<file path="config.mk">
export PLATFORM = sky130hd
export DESIGN_NAME = baud_sched
export DESIGN_NICKNAME = d
export VERILOG_FILES = /design/src/rtl/baud_pkg.sv /design/src/rtl/timer_input.sv /design/src/rtl/baud_sched.sv
export SDC_FILE = /design/constraint.sdc
export NUM_CORES = 1
export LEC_CHECK = 0
export BUFFER_PORTS_ARGS = -buffer_cell sky130_fd_sc_hd__buf_2
export CORE_UTILIZATION = 25
export DETAILED_ROUTE_END_ITERATION = 10
export PLACE_DENSITY = 0.49
export SKIP_LAST_GASP = 1
export SYNTH_ARGS = -nofsm -noshare
export SYNTH_HDL_FRONTEND = slang
export SYNTH_SLANG_ARGS = --single-unit
</file>
<file path="constraint.sdc">
create_clock -name clk -period 2 [get_ports clk]
set_input_delay 0 -clock clk [delete_from_list [all_inputs] [get_ports clk]]
set_output_delay 0 -clock clk [all_outputs]
set_load 0.005 [all_outputs]
</file>
<file path="src/rtl/baud_pkg.sv">
// baud_pkg: shared constants for the UART baud scheduler.
// Holds the FSM state codes, the baud-select map, the fixed divisors and the custom-divisor limits.
package baud_pkg;

  localparam int SEL_W = 3;

  typedef logic [1:0] state_t;
  localparam state_t ST_IDLE   = 2'd0;
  localparam state_t ST_RELOAD = 2'd1;
  localparam state_t ST_RUN    = 2'd2;
  localparam state_t ST_PEND   = 2'd3;

  // Timer FINAL_VALUE per select: 9600, 19200, 38400, 57600, 115200 baud at 100 MHz, 16x.
  localparam int NUM_FIXED = 5;
  localparam int DIV_TABLE [NUM_FIXED] = '{650, 324, 162, 108, 53};

  localparam logic [SEL_W-1:0] SEL_CUSTOM = 3'd7;
  localparam int MIN_CUSTOM_DIV = 4;

  function automatic logic fixed_valid(input logic [SEL_W-1:0] sel);
    return int'(sel) < NUM_FIXED;
  endfunction

  function automatic int fixed_div(input logic [SEL_W-1:0] sel);
    int d;
    d = 0;
    if (int'(sel) < NUM_FIXED) d = DIV_TABLE[sel];
    return d;
  endfunction

endpackage

</file>
<file path="src/rtl/timer_input.sv">
// timer_input: modulo counter running 0..final_value while enabled.
// done is high in the cycle the count equals final_value; the count then wraps to 0.
module timer_input #(
  parameter int BITS = 11
) (
  input  logic            clk,
  input  logic            reset_n,
  input  logic            enable,
  input  logic [BITS-1:0] final_value,
  output logic            done
);

  logic [BITS-1:0] q;

  assign done = (q == final_value);

  always_ff @(posedge clk) begin
    if (!reset_n) begin
      q <= '0;
    end else if (enable) begin
      if (done) q <= '0;
      else      q <= q + 1'b1;
    end
  end

endmodule

</file>
<file path="src/rtl/baud_sched.sv">
// baud_sched: sequences timer_input to produce the UART oversample tick and the per-bit tick.
// Optional macro BAUD_CUSTOM_EN makes select 7 a custom divisor captured from cfg_div.
module baud_sched
  import baud_pkg::*;
#(
  parameter int BITS = 11,
  parameter int OSR  = 16
) (
  input  logic             clk,
  input  logic             reset_n,
  input  logic             run,
  input  logic             resync,
  input  logic             cfg_valid,
  input  logic [SEL_W-1:0] cfg_sel,
  input  logic [BITS-1:0]  cfg_div,
  output logic             cfg_ready,
  output logic             cfg_err,
  output logic             s_tick,
  output logic             bit_tick,
  output logic             active,
  output logic [SEL_W-1:0] cur_sel
);

  localparam int OSR_W = (OSR > 1) ? $clog2(OSR) : 1;
  localparam logic [OSR_W-1:0] OSR_LAST = OSR_W'(OSR - 1);
  localparam logic [BITS-1:0] RESET_DIV = BITS'(DIV_TABLE[0]);

  // cfg handshake: a request transfers in any cycle where cfg_valid and cfg_ready are both high;
  // cfg_ready depends only on state and reset_n, never on cfg_valid.
  state_t           state;
  logic [BITS-1:0]  divisor;
  logic [BITS-1:0]  cur_div;
  logic [BITS-1:0]  pend_div;
  logic [SEL_W-1:0] pend_sel;
  logic [OSR_W-1:0] osr_cnt;
  logic [BITS-1:0]  req_div;
  logic             req_ok;
  logic             accept;
  logic             acc_ok;
  logic             acc_bad;
  logic             idle_like;
  logic             timer_rst_n;
  logic             timer_done;

`ifdef BAUD_CUSTOM_EN
  always_comb begin
    req_ok  = fixed_valid(cfg_sel);
    req_div = BITS'(fixed_div(cfg_sel));
    if (cfg_sel == SEL_CUSTOM) begin
      req_ok  = (cfg_div >= BITS'(MIN_CUSTOM_DIV));
      req_div = cfg_div;
    end
  end
`else
  logic unused_div;
  assign unused_div = ^cfg_div;

  always_comb begin
    req_ok  = fixed_valid(cfg_sel);
    req_div = BITS'(fixed_div(cfg_sel));
  end
`endif

  assign active      = (state == ST_RUN) || (state == ST_PEND);
  assign idle_like   = (state == ST_IDLE) || (state == ST_RELOAD);
  assign cfg_ready   = reset_n && ((state == ST_IDLE) || (state == ST_RUN));
  assign accept      = cfg_valid && cfg_ready;
  assign acc_ok      = accept && req_ok;
  assign acc_bad     = accept && !req_ok;
  assign timer_rst_n = reset_n && !idle_like;

  timer_input #(.BITS(BITS)) u_timer (
    .clk         (clk),
    .reset_n     (timer_rst_n),
    .enable      (active),
    .final_value (divisor),
    .done        (timer_done)
  );

  assign s_tick   = timer_done && active;
  assign bit_tick = s_tick && (osr_cnt == OSR_LAST);

  always_ff @(posedge clk) begin
    if (!reset_n) begin
      state    <= ST_IDLE;
      cur_sel  <= '0;
      cur_div  <= RESET_DIV;
      divisor  <= RESET_DIV;
      pend_sel <= '0;
      pend_div <= RESET_DIV;
      cfg_err  <= 1'b0;
    end else begin
      cfg_err <= acc_bad;
      case (state)
        ST_IDLE: begin
          if (acc_ok) begin
            cur_sel <= cfg_sel;
            cur_div <= req_div;
          end
          if (run) state <= ST_RELOAD;
        end
        ST_RELOAD: begin
          divisor <= cur_div;
          state   <= ST_RUN;
        end
        ST_RUN: begin
          // Stop and resync bypass the tick boundary, so a request arriving with them lands at once.
          if (!run || resync) begin
            if (acc_ok) begin
              cur_sel <= cfg_sel;
              cur_div <= req_div;
            end
            state <= run ? ST_RELOAD : ST_IDLE;
          end else if (acc_ok) begin
            pend_sel <= cfg_sel;
            pend_div <= req_div;
            state    <= ST_PEND;
          end
        end
        ST_PEND: begin
          if (!run || s_tick) begin
            cur_sel <= pend_sel;
            cur_div <= pend_div;
            state   <= run ? ST_RELOAD : ST_IDLE;
          end
        end
        default: state <= ST_IDLE;
      endcase
    end
  end

  always_ff @(posedge clk) begin
    if (!reset_n || idle_like) osr_cnt <= '0;
    else if (s_tick)           osr_cnt <= osr_cnt + 1'b1;
  end

endmodule
</file>
==> run_results.csv <==
group,metric,value,unit
placement,dp_slack,0.186,ns
synthesis,synth_ff_type,"dfxtp_1",
finish,fin_area,0.00265,mm^2
finish,drive_above_1_share,16.4,%
synthesis,synth_area,0.00219,mm^2
synthesis,ys_seq_area_share,43.8,%
synthesis,synth-edff-count,0,
critical_path,slowest_delay,0.36,ns
route,wirelength,4.75,mm
critical_path,path_buf_inv,1,
synthesis,synthArstFlopShare,0,%
critical_path,r2r-start,"divisor[7]$_SDFFE_PN1P_",
floorplan,initial_utilization,26.3,%
placement,hpwl,3.48,mm
timing,slew_violations,0,
placement,placed_area,0.00245,mm^2
floorplan,io_pins,27,
clock_tree,cts-buffers-inserted,5,
route,drt_first_pass_iters,4,
global_route,grt_overflow,0,
finish,multi_input_area,0.00111,mm^2
power_and_ir_drop,leakagePower,1.14,nW
power_and_ir_drop,comb_power_share,8.4,%
timing,hold_viol_final,0,
clock_tree,cts_resized,0,
power_and_ir_drop,swShare,21.3,%
hold_path,min_from,"cfg_sel[1]",
finish,antenna_cells,0,
placement,dpl.cell_count,367,
timing,fmax,0.547,GHz
timing,timing.final.ws_setup,0.172,ns
power_and_ir_drop,p_clk_share,45.1,%
floorplan,coreArea,0.00834,mm^2
placement,io_buffers,15,
route,vias,1723,
job,maxCapViolCount,0,
critical_path,cp-end-kind,"primary output",
finish,instances_no_fill,379,
power_and_ir_drop,intPower,1.69,mW
route,drt_iter0_drc,63,
critical_path,cp_cell_sequence,"or3_1 > a211oi_2 > nand3_2 > nor2_1 > and4_1 > buf_2",
status,status,"complete, no violations",
critical_path,critPathLaunchType,"flip-flop",
synthesis,synthTopCellsByCount,"dfxtp_1, nand2_1, nor2_1",
timing,rsz0062_at_grt,"no",
critical_path,cp_max_fo,3,
route,routed_via_density,4.55,
clock_tree,clock_path_buffers,2,
critical_path,cp_slowest_cell,"or3_1",
route,post_drt_wl_per_cell,12.5,um
placement,gp_congestion,0.768,
hold_path,holdPathStages,3,
finish,finish.utilization,31.7,%
floorplan,die_x,95.7,um
route,antenna_left,0,
clock_tree,clkSinkCount,48,
critical_path,crit_family,"simple AND/OR/NAND/NOR gates",
finish,syn2layout_area_growth,20.6,%
power_and_ir_drop,switchingPower,0.457,mW
timing,fin_crit,1.83,ns
global_route,grt_max_degree,18,
floorplan,die_h,95.7,um
clock_tree,cts_tree,"done",
timing,post-route-period-util,91.4,%
synthesis,ys_ff_latch,48,
power_and_ir_drop,seq_power_share,46.5,%
synthesis,synth.avg_cell_area,8.92,um^2
synthesis,synth_top_area_cell,"dfxtp_1",
power_and_ir_drop,p_per_area,810,mW/mm^2
critical_path,cp.required,2.00,ns
critical_path,reg2regPathDepth,6,
timing,worst_pin_slew,0.577,ns
synthesis,yosysMostFrequentCell,"dfxtp_1",
synthesis,ys_types,41,
finish,fill_cells,922,
hold_path,hp-class,"input pin to flip-flop",
power_and_ir_drop,max-vdd-ir-drop,0.287,mV
synthesis,synth_nets,269,
global_route,track_usage,11.6,%
critical_path,arrival,1.83,ns
route,drc_errors,0,
critical_path,r2r_slack,0.20,ns
synthesis,yosys_warnings,0,
clock_tree,clk_pin_slew,0.10,ns
floorplan,num_rows,33,
clock_tree,root_buffer,"clkbuf_8",
timing,hold_ws,0.0383,ns
timing,setup_tns,0,ns
timing,fin_worst_skew,0.00778,ns
timing,slew_headroom,61.4,%
clock_tree,htree_levels,2,
global_route,grt_pass1_wl,8.07,mm
global_route,grt_antenna_before_repair,0,
finish,seq_area,961,um^2
power_and_ir_drop,p_total,2.14,mW
synthesis,synth_top_area_share,43.8,%
hold_path,min_to,"pend_sel[1]$_SDFFE_PN0P_",
finish,final_nets,296,
critical_path,critPathKind,"flip-flop to primary output",
global_route,grt_pass1_vias,1624,
critical_path,reg2reg_to,"cur_div[5]$_SDFFE_PN0P_",
timing,finalSetupViolCount,0,
clock_tree,insertion_delay,0.31,ns
synthesis,ys_top_cells_by_area,"dfxtp_1, mux2i_1, xor2_1, nand2_1, a21oi_1",
floorplan,die_area,0.00916,mm^2
synthesis,synthCells,246,
placed cells by master (no fill, tap or decap), drive strengths merged, types with 3 or more instances in the layout:
master and instances:
inv 10, nand3 10, and3 5, buf 32, a311oi 7, nor2b 3
xor2 16, clkbuf 5, nand4 5, dfxtp 48, bufinv 3, o311ai 3
o21ai 5, or3 3, nor3 5, dlygate4sd3 3, ha 4, a21oi 18
nand2 32, nor2 21, mux2i 14
tightest hold or removal path, delay by kind of cell:
kind	cells	cell delay (ns)
AND/OR/NAND/NOR	1	0.07
buffers and inverters	1	0.16
multiplexers	1	0.09
power groups by stage:
stage | combinational [mW] | sequential, mW | clock [mW]
final | 0.180 | 0.997 | 0.966
after global routing | 0.204 | 1.00 | 1.03
after CTS | 0.184 | 0.997 | 0.991
after detailed placement | 0.178 | 1.02 | 0
after global placement | 0.177 | 1.02 | 0
after floorplan | 0.118 | 1.02 | 0
metal layers:
layer / global-route usage [%] / vias up / routed length [um]
li1: - / 915 / -
met4: 4.10 / 0 / 69
met5: 0 / - / 0
met2: 16.9 / 18 / 2040
met1: 16.4 / 784 / 2520
met3: 2.92 / 6 / 116
registers in the layout, summed over array words and instances (netlist names), 2 cells and up:
name / flops
pend_div: 8
pend_sel: 3
cur_sel: 3
cur_div: 8
divisor: 8
u_timer.q: 11
osr_cnt: 4
state: 2
cell type report:
class	instances	area share (%)
multi-input combinational	173	42.0
sequential	48	36.3
timing repair buffer	35	9.27
inverter	10	1.42
clock buffer	5	2.60
clock inverter	3	3.40
tap	105	4.96
worst max path at each step:
stage                               to  cells after the start                      start  slack [ns]
6_report                      bit_tick                      6    divisor[7]$_SDFFE_PN1P_        0.17
5_1_grt                       bit_tick                      6  u_timer.q[7]$_SDFFE_PN0P_        0.04
4_1_cts                       bit_tick                      6  u_timer.q[7]$_SDFFE_PN0P_        0.11
3_5_place_dp   cur_div[5]$_SDFFE_PN0P_                      6  u_timer.q[7]$_SDFFE_PN0P_        0.19
3_3_place_gp   cur_div[5]$_SDFFE_PN0P_                      6  u_timer.q[7]$_SDFFE_PN0P_        0.18
2_1_floorplan  cur_div[9]$_SDFFE_PN1P_                      6      state[0]$_SDFFE_PN0P_        0.28
what timing repair did:
item | 4_1_cts | 5_1_grt
endpoints found under the hold margin | 2 | 0
endpoints found under the setup margin | 1 | 1
pin swaps | 1 | 1
setup buffers | 1 | 0
hold buffers | 3 | 0
cells by family (layout without fill, tap and decap cells):
kind of cell,count (synthesis),count (layout),synth area share (%)
and+or+nand+nor,91,91,19.4
adders and majority gates,4,4,2.28
buffers and inverters,25,53,5.53
AOI/OAI and AO/OA,45,45,14.9
muxes,15,15,6.90
DFF,48,48,43.8
xor gates and xnor gates,18,18,7.18
Power figures use the tool's default switching activity.
